$ cat config.mk
export PLATFORM = sky130hd
export DESIGN_NAME = m31_poseidon2_sponge
export DESIGN_NICKNAME = d
export VERILOG_FILES = /design/src/rtl/m31_poseidon2_sponge.sv
export SDC_FILE = /design/constraint.sdc
export NUM_CORES = 1
export LEC_CHECK = 0
export ABC_AREA = 1
export BUFFER_PORTS_ARGS = -buffer_cell sky130_fd_sc_hd__buf_2
export CAP_MARGIN = 5
export CORE_AREA = 2 2 497 499
export DETAILED_ROUTE_END_ITERATION = 10
export DIE_AREA = 0 0 499 501
export PLACE_DENSITY_LB_ADDON = 0.2
export REMOVE_ABC_BUFFERS = 1
export SLEW_MARGIN = 5
export SYNTH_ARGS = -nofsm -noshare
export SYNTH_HDL_FRONTEND = slang
export SYNTH_SLANG_ARGS = --single-unit
$ cat constraint.sdc
create_clock -name clk -period 2.5 [get_ports clk]
set_input_delay 0.5 -clock clk [delete_from_list [all_inputs] [get_ports clk]]
set_output_delay 0.5 -clock clk [all_outputs]
set_load 0.03 [all_outputs]
$ cat src/rtl/m31_poseidon2_sponge.sv
// Overwrite-mode, padding-free sponge controller around a free-running Poseidon2
// permutation pipeline over M31; emits a DIGEST-element digest per message.
module m31_poseidon2_sponge #(
    parameter int WIDTH        = 16,
    parameter int RATE         = 8,
    parameter int DIGEST       = 8,
    parameter int PERM_LATENCY = 30
) (
    input  logic                  clk,
    input  logic                  rst_n,
    input  logic                  in_valid,
    output logic                  in_ready,
    input  logic [30:0]           in_data,
    input  logic                  in_last,
    output logic [WIDTH*31-1:0]   perm_state_o,
    input  logic [WIDTH*31-1:0]   perm_state_i,
    output logic                  out_valid,
    input  logic                  out_ready,
    output logic [DIGEST*31-1:0]  out_digest,
    output logic                  busy
);

    localparam int          IDX_W = (RATE > 1) ? $clog2(RATE) : 1;
    localparam int          CNT_W = $clog2(PERM_LATENCY + 1);
    localparam logic [30:0] P     = 31'h7FFF_FFFF;

    typedef enum logic [1:0] {ABSORB, PERMUTE, SQUEEZE} state_e;

    state_e             state_q, state_d;
    logic [IDX_W-1:0]   idx_q, idx_d;
    logic [CNT_W-1:0]   cnt_q, cnt_d;
    logic               last_flag_q, last_flag_d;
    logic [30:0]        s_q [WIDTH];
    logic [30:0]        s_d [WIDTH];
    logic               in_ready_q, in_ready_d;
    logic               out_valid_q, out_valid_d;
    logic               busy_q, busy_d;
    logic [30:0]        in_canon;

    // P itself is the non-canonical encoding of zero.
    assign in_canon = (in_data == P) ? 31'd0 : in_data;

    always_comb begin
        // NOTE: every _d gets a default first so no path leaves it unassigned (no latches).
        state_d     = state_q;
        idx_d       = idx_q;
        cnt_d       = cnt_q;
        last_flag_d = last_flag_q;
        for (int i = 0; i < WIDTH; i++) s_d[i] = s_q[i];

        case (state_q)
            ABSORB: begin
                if (in_valid && in_ready_q) begin
                    for (int i = 0; i < RATE; i++)
                        if (idx_q == IDX_W'(i)) s_d[i] = in_canon;
                    if (idx_q == IDX_W'(RATE - 1) || in_last) begin
                        cnt_d       = CNT_W'(PERM_LATENCY - 1);
                        last_flag_d = in_last;
                        idx_d       = '0;
                        state_d     = PERMUTE;
                    end else begin
                        idx_d = idx_q + IDX_W'(1);
                    end
                end
            end
            PERMUTE: begin
                if (cnt_q == '0) begin
                    // The pipeline output is only meaningful on this one edge.
                    for (int i = 0; i < WIDTH; i++) s_d[i] = perm_state_i[31*i +: 31];
                    state_d = last_flag_q ? SQUEEZE : ABSORB;
                end else begin
                    cnt_d = cnt_q - CNT_W'(1);
                end
            end
            SQUEEZE: begin
                if (out_ready) begin
                    for (int i = 0; i < WIDTH; i++) s_d[i] = '0;
                    state_d = ABSORB;
                end
            end
            default: state_d = ABSORB;
        endcase

        in_ready_d  = (state_d == ABSORB);
        out_valid_d = (state_d == SQUEEZE);
        busy_d      = !(state_d == ABSORB && idx_d == '0);
    end

    always_ff @(posedge clk or negedge rst_n) begin
        if (!rst_n) begin
            state_q     <= ABSORB;
            idx_q       <= '0;
            cnt_q       <= '0;
            last_flag_q <= 1'b0;
            // NOTE: the state array is reset because a new message must start from an all-zero state.
            for (int i = 0; i < WIDTH; i++) s_q[i] <= '0;
            in_ready_q  <= 1'b0;
            out_valid_q <= 1'b0;
            busy_q      <= 1'b0;
        end else begin
            // NOTE: non-blocking assignments so every flop samples the pre-edge values.
            state_q     <= state_d;
            idx_q       <= idx_d;
            cnt_q       <= cnt_d;
            last_flag_q <= last_flag_d;
            for (int i = 0; i < WIDTH; i++) s_q[i] <= s_d[i];
            in_ready_q  <= in_ready_d;
            out_valid_q <= out_valid_d;
            busy_q      <= busy_d;
        end
    end

    always_comb begin
        perm_state_o = '0;
        for (int i = 0; i < WIDTH; i++) perm_state_o[31*i +: 31] = s_q[i];
        out_digest = '0;
        for (int i = 0; i < DIGEST; i++) out_digest[31*i +: 31] = out_valid_q ? s_q[i] : 31'd0;
    end

    assign in_ready  = in_ready_q;
    assign out_valid = out_valid_q;
    assign busy      = busy_q;

endmodule

After elaboration in Yosys (flattened, before gate mapping) --
Cells that the tools add are included. W data, S select, Z words.
Cells by class: add/sub/neg operators 2, equality and inequality tests 24, mux-type cells 35, reduce and logical (&&, ||, !) cells 23
Operator list (count):
- $mux W496 | 2
- $pmux W248 S3 | 1
- $mux W31 | 17
- $pmux W248 S2 | 1
- $mux W248 | 1
- $reduce_and A5 Y1 | 8
- $eq A31 B31 Y1 const B | 1
- $ne A2 B2 Y1 const B | 13
- $mux W5 | 3
- $eq A3 B3 Y1 const B | 4
- $mux W2 | 5
- $pmux W5 S2 | 1
- $mux W3 | 3
- $eq A3 B2 Y1 const B | 2
- $logic_not A3 Y1 | 2
- $pmux W2 S3 | 1
- $reduce_and A3 Y1 | 2
- $logic_not A5 Y1 | 1
- $sub A5 B1 Y5 const B | 1
- $eq A2 B2 Y1 const B | 2
- $logic_not A2 Y1 | 2
- $reduce_and A4 Y1 | 1
- $reduce_bool A2 Y1 | 2
- $add A3 B1 Y3 const B | 1
- other kinds (6) | 7
Storage, ports and cells: register bits 510, input bits 532, output and inout port bits 747, logic and storage cells 107

Logic depth before layout (Yosys ltp) --
word-level depth 8, gate-level depth with buffers 12

Worst setup path before layout --
No wires, ideal clock.
path kind register to output, from reg out_valid_q (netlist: out_valid), to out out_digest[237], arrival time 1.521 ns, data required time 2.000 ns, slack 0.479 ns, stages on the path, launching flop included 6, path through dfrtp_1 -> clkbuf_1 -> clkbuf_1 -> buf_1 -> nand2_1 -> inv_1
On the way: cells in the longest elaborated chain, start to end 1
Ends and longest elaborated chain:
- start: declaration | RTL line 36 | logic out_valid_q, out_valid_d;
- start signal: assignment | RTL line 108 | out_valid_q <= out_valid_d;
- $mux W31 | RTL line 117 | for (int i = 0; i < DIGEST; i++) out_digest[31*i +: 31] = out_valid_q ? s_q[i] : 31'd0;
- end: declaration | RTL line 19 | output logic [DIGEST*31-1:0] out_digest,
No other way between the ends.

Worst setup path after layout --
from reg out_valid_q (netlist: out_valid), to out out_digest[18]
The elaborated chain is that of the path after synthesis.

==> flow_summary.ini <==
[critical_path]
crit_buf_inv = 4
setup.worst_path.start = out_valid
timing_worst_setup_path_type = reg2out
r2r_setup_slack_ps = 180
timing.reg2reg.worst_path_depth = 9
startpoint_type = flip-flop
worst_setup_path_endpoint = out_digest[18]
worstPathRequired_ps = 2000
crit_path_cell_trace = buf_16, clkbuf_16, nand2_2, inv_1, buf_4
crit_cells = 5
timing.critical_path.slowest_cell_delay_ps = 520
worst_setup_path_end_kind = primary output
regToRegStartpoint = state_q[0]
critPathSlowestCell = sky130_fd_sc_hd__dfrtp_4
critPathTopFamily = buffers and inverters
critPathArrivalTime_ps = 1990
crit_fanout = 11
rr_endpoint = perm_state_o[9]

[floorplanning]
rows = 182
die_area_sq_um = 250000
die_w_um = 499
die-height_um = 501
design.core.area_sq_um = 245000
number_of_top_level_pins = 1279
floorplan.initialDensity = 0.110

[layout]
flow.area_growth_from_synthesis_pct = 64.0
finish.instance_area_sq_um = 44200
final_nets = 5952
multi_input_gate_area_sq_um = 9570
ff_latch_area_sq_um = 12800
fin_util = 0.180
fillerInstances = 28200
post_route_cells_drive_above_1_share = 0.302

[clock_tree]
ctsHtreeMaxLevel = 3
clock_root_cell = sky130_fd_sc_hd__clkbuf_16
worst_setup_hold_path_clk_slew_ps = 50
cts_inserted_buffers = 70
clock_latency_ps = 690
clockBufferDepth = 3
tritoncts = yes
numClockSinks = 510

[synth]
post_synth_num_cell_types = 32
syn-mean-instance-area_sq_um = 6.94
synth.cell_area_sq_um = 26900
yosysTopAreaCell = sky130_fd_sc_hd__dfrtp_1
yosys.cell_count.top_type = sky130_fd_sc_hd__inv_1
synth_async_sr_flop_share = 1.00
post_synth_main_area_contributors = sky130_fd_sc_hd__dfrtp_1 (47%), sky130_fd_sc_hd__inv_1 (14%), sky130_fd_sc_hd__nand2_1 (11%), sky130_fd_sc_hd__nor2_1 (7.6%), sky130_fd_sc_hd__nand3_1 (4.8%)
ys.warnings.count = 0
postSynthRegisterBits = 510
synth_edf_count = 0
synth_commonest_cells = sky130_fd_sc_hd__inv_1 (982), sky130_fd_sc_hd__nand2_1 (785), sky130_fd_sc_hd__nor2_1 (545)
synth_sequential_area_ratio = 0.474
synth_top_area_frac = 0.474
syn_inst = 3883
dominantRegCellSynth = sky130_fd_sc_hd__dfrtp_1

[detailed_routing]
drt_first_pass_iters = 5
postRouteAntennaNets = 0
vias_post_dr = 30300
avgViaCountPerCell = 3.48
detailed_router_s_first_iteration_violation_count = 1468
drc = 0
drt-total-wl_mm = 188
avgRoutedWirePerCell_um = 21.5

[timing]
min_period_over_period = 0.997
max_clock_freq_mhz = 401
grt_setup_unrepaired = true
timing_hold_violations_final = 0
final_worst_setup_slack_ps = 7.03
layout_min_cycle_time_ps = 2490
timing.final.max_slew_violations = 0
tightestPinTransition_ps = 642
timing.hold.ws_ps = 96.0
finClkSkew_ps = 37.6
maxSlewHeadroom = 0.570
timing.final.setup_violations = 0

[hold_path]
timing.hold.worst.class = in2reg

[pwr]
cellLeakagePower_nw = 26.6
p_per_area_nw_per_um2 = 1590
highest_ir_drop_seen_on_vdd_uv = 831

[placed_design]
placement.io_buffers = 1278
dpl_cell_area_sq_um = 38400
post_place_setup_slack_ps = -149
hpwl_dp_mm = 150
place_congestion = 0.829

[global_routing]
grt_overflow_total = 0
via_count_of_the_first_global_routing_pass = 30900
global_route_wire_length_before_repair_mm = 255
grt_start_max_net_pins = 110
initial_antenna_violation_count = 46
grt_usage = 0.144

[flow_run]
max_cap_violations = 0

[run_status]
run_status = finished, final reports clean
[state kept, by name, summed over array words and instances (netlist names)]
| signal | flops |
|---|---|
| state_q | 2 |
| cnt_q | 5 |
| busy | 1 |
| in_ready | 1 |
| out_valid | 1 |
| last_flag_q | 1 |
| perm_state_o | 496 |
| idx_q | 3 |
[worst min path at each step]
stage / slack (ps) / start / cells after the start / end
2_1_floorplan: 200 / rst_n / 0 / busy
3_3_place_gp: 470 / perm_state_o[368] / 2 / perm_state_o[368]
3_5_place_dp: 470 / perm_state_o[345] / 2 / perm_state_o[345]
4_1_cts: 2 / perm_state_i[475] / 3 / perm_state_o[475]
5_1_grt: 40 / perm_state_i[475] / 3 / perm_state_o[475]
6_report: 100 / perm_state_i[475] / 3 / perm_state_o[475]
[routing by layer]
metal,track usage,up-vias,part of all wire,wire [um]
li1,-,14500,-,-
met1,0.158,14400,0.39,72200
met2,0.273,1113,0.53,99400
met3,0.0301,210,0.056,10500
met4,0.0435,18,0.029,5380
met5,0,-,0.00060,113
[where the power goes]
part	switching (W)	internal (W)
clock network	0.00452	0.00629
registers	0.00413	0.0125
logic	0.0305	0.0125
[repair_timing]
action                     in CTS  in global routing
gates cloned                    3                  8
buffers inserted                3                  5
setup endpoints to repair     229                251
pin swaps                       0                  1
hold endpoints to repair      222                  0
hold buffers                  210                  0
gates resized for setup       230                112
[cell families (layout without fill, tap and decap cells)]
kind of cell	count (synthesis)	after routing	share of synthesized area
AO/OA/AOI/OAI	508	508	0.0948
XOR/XNOR	2	2	0.000651
adder cells (fa/ha/maj)	12	12	0.00558
buffers and inverters	1208	2788	0.178
flip-flops	510	510	0.474
multiplexers	1	1	0.000418
other	0	26	0
AND/OR/NAND/NOR	1642	1642	0.247
[tightest hold or removal path, delay by kind of cell]
family	cells	cell delay, ps
buffers and inverters	1	100
and+or+nand+nor	2	130
[through the flow]
stage,total power [W],instances,TNS [ps]
final,0.0703,8709,0
after global routing,0.0754,8699,-4470
after CTS,0.0718,8672,-12430
after detailed placement,0.0592,8329,-14970
after global placement,0.0591,8329,-16890
after floorplan,0.0382,3660,-2000300
[layout make-up]
type                       instances  area share
multi-input combinational       2165       0.217
clock buffer                     105      0.0460
timing repair buffer            1676       0.264
inverter                         985      0.0841
sequential                       510       0.289
tap                             3220      0.0912
clock inverter                    22     0.00779
antenna                           26     0.00147
[cell usage in the layout, fill, tap and decap left out, types with 6 or more instances in the layout]
master                          instances
sky130_fd_sc_hd__clkbuf_4               7
sky130_fd_sc_hd__dlygate4sd3_1        210
sky130_fd_sc_hd__buf_6                 97
sky130_fd_sc_hd__inv_1                965
sky130_fd_sc_hd__inv_2                 18
sky130_fd_sc_hd__clkbuf_16             77
sky130_fd_sc_hd__o21ai_0              156
sky130_fd_sc_hd__nand4_4                7
sky130_fd_sc_hd__clkbuf_1              20
sky130_fd_sc_hd__ha_1                  11
sky130_fd_sc_hd__nand2_1              753
sky130_fd_sc_hd__buf_4                150
sky130_fd_sc_hd__clkbuf_8              15
sky130_fd_sc_hd__buf_2               1136
sky130_fd_sc_hd__bufinv_16              6
sky130_fd_sc_hd__nor3_1                31
sky130_fd_sc_hd__dfrtp_1              509
sky130_fd_sc_hd__nand2_2               32
sky130_fd_sc_hd__nor2_1               545
sky130_fd_sc_hd__diode_2               26
sky130_fd_sc_hd__nand3_1              256
sky130_fd_sc_hd__buf_12                59
sky130_fd_sc_hd__a21oi_1              248
sky130_fd_sc_hd__o21ai_1              100
No activity file was read; power rests on OpenSTA's default activity.
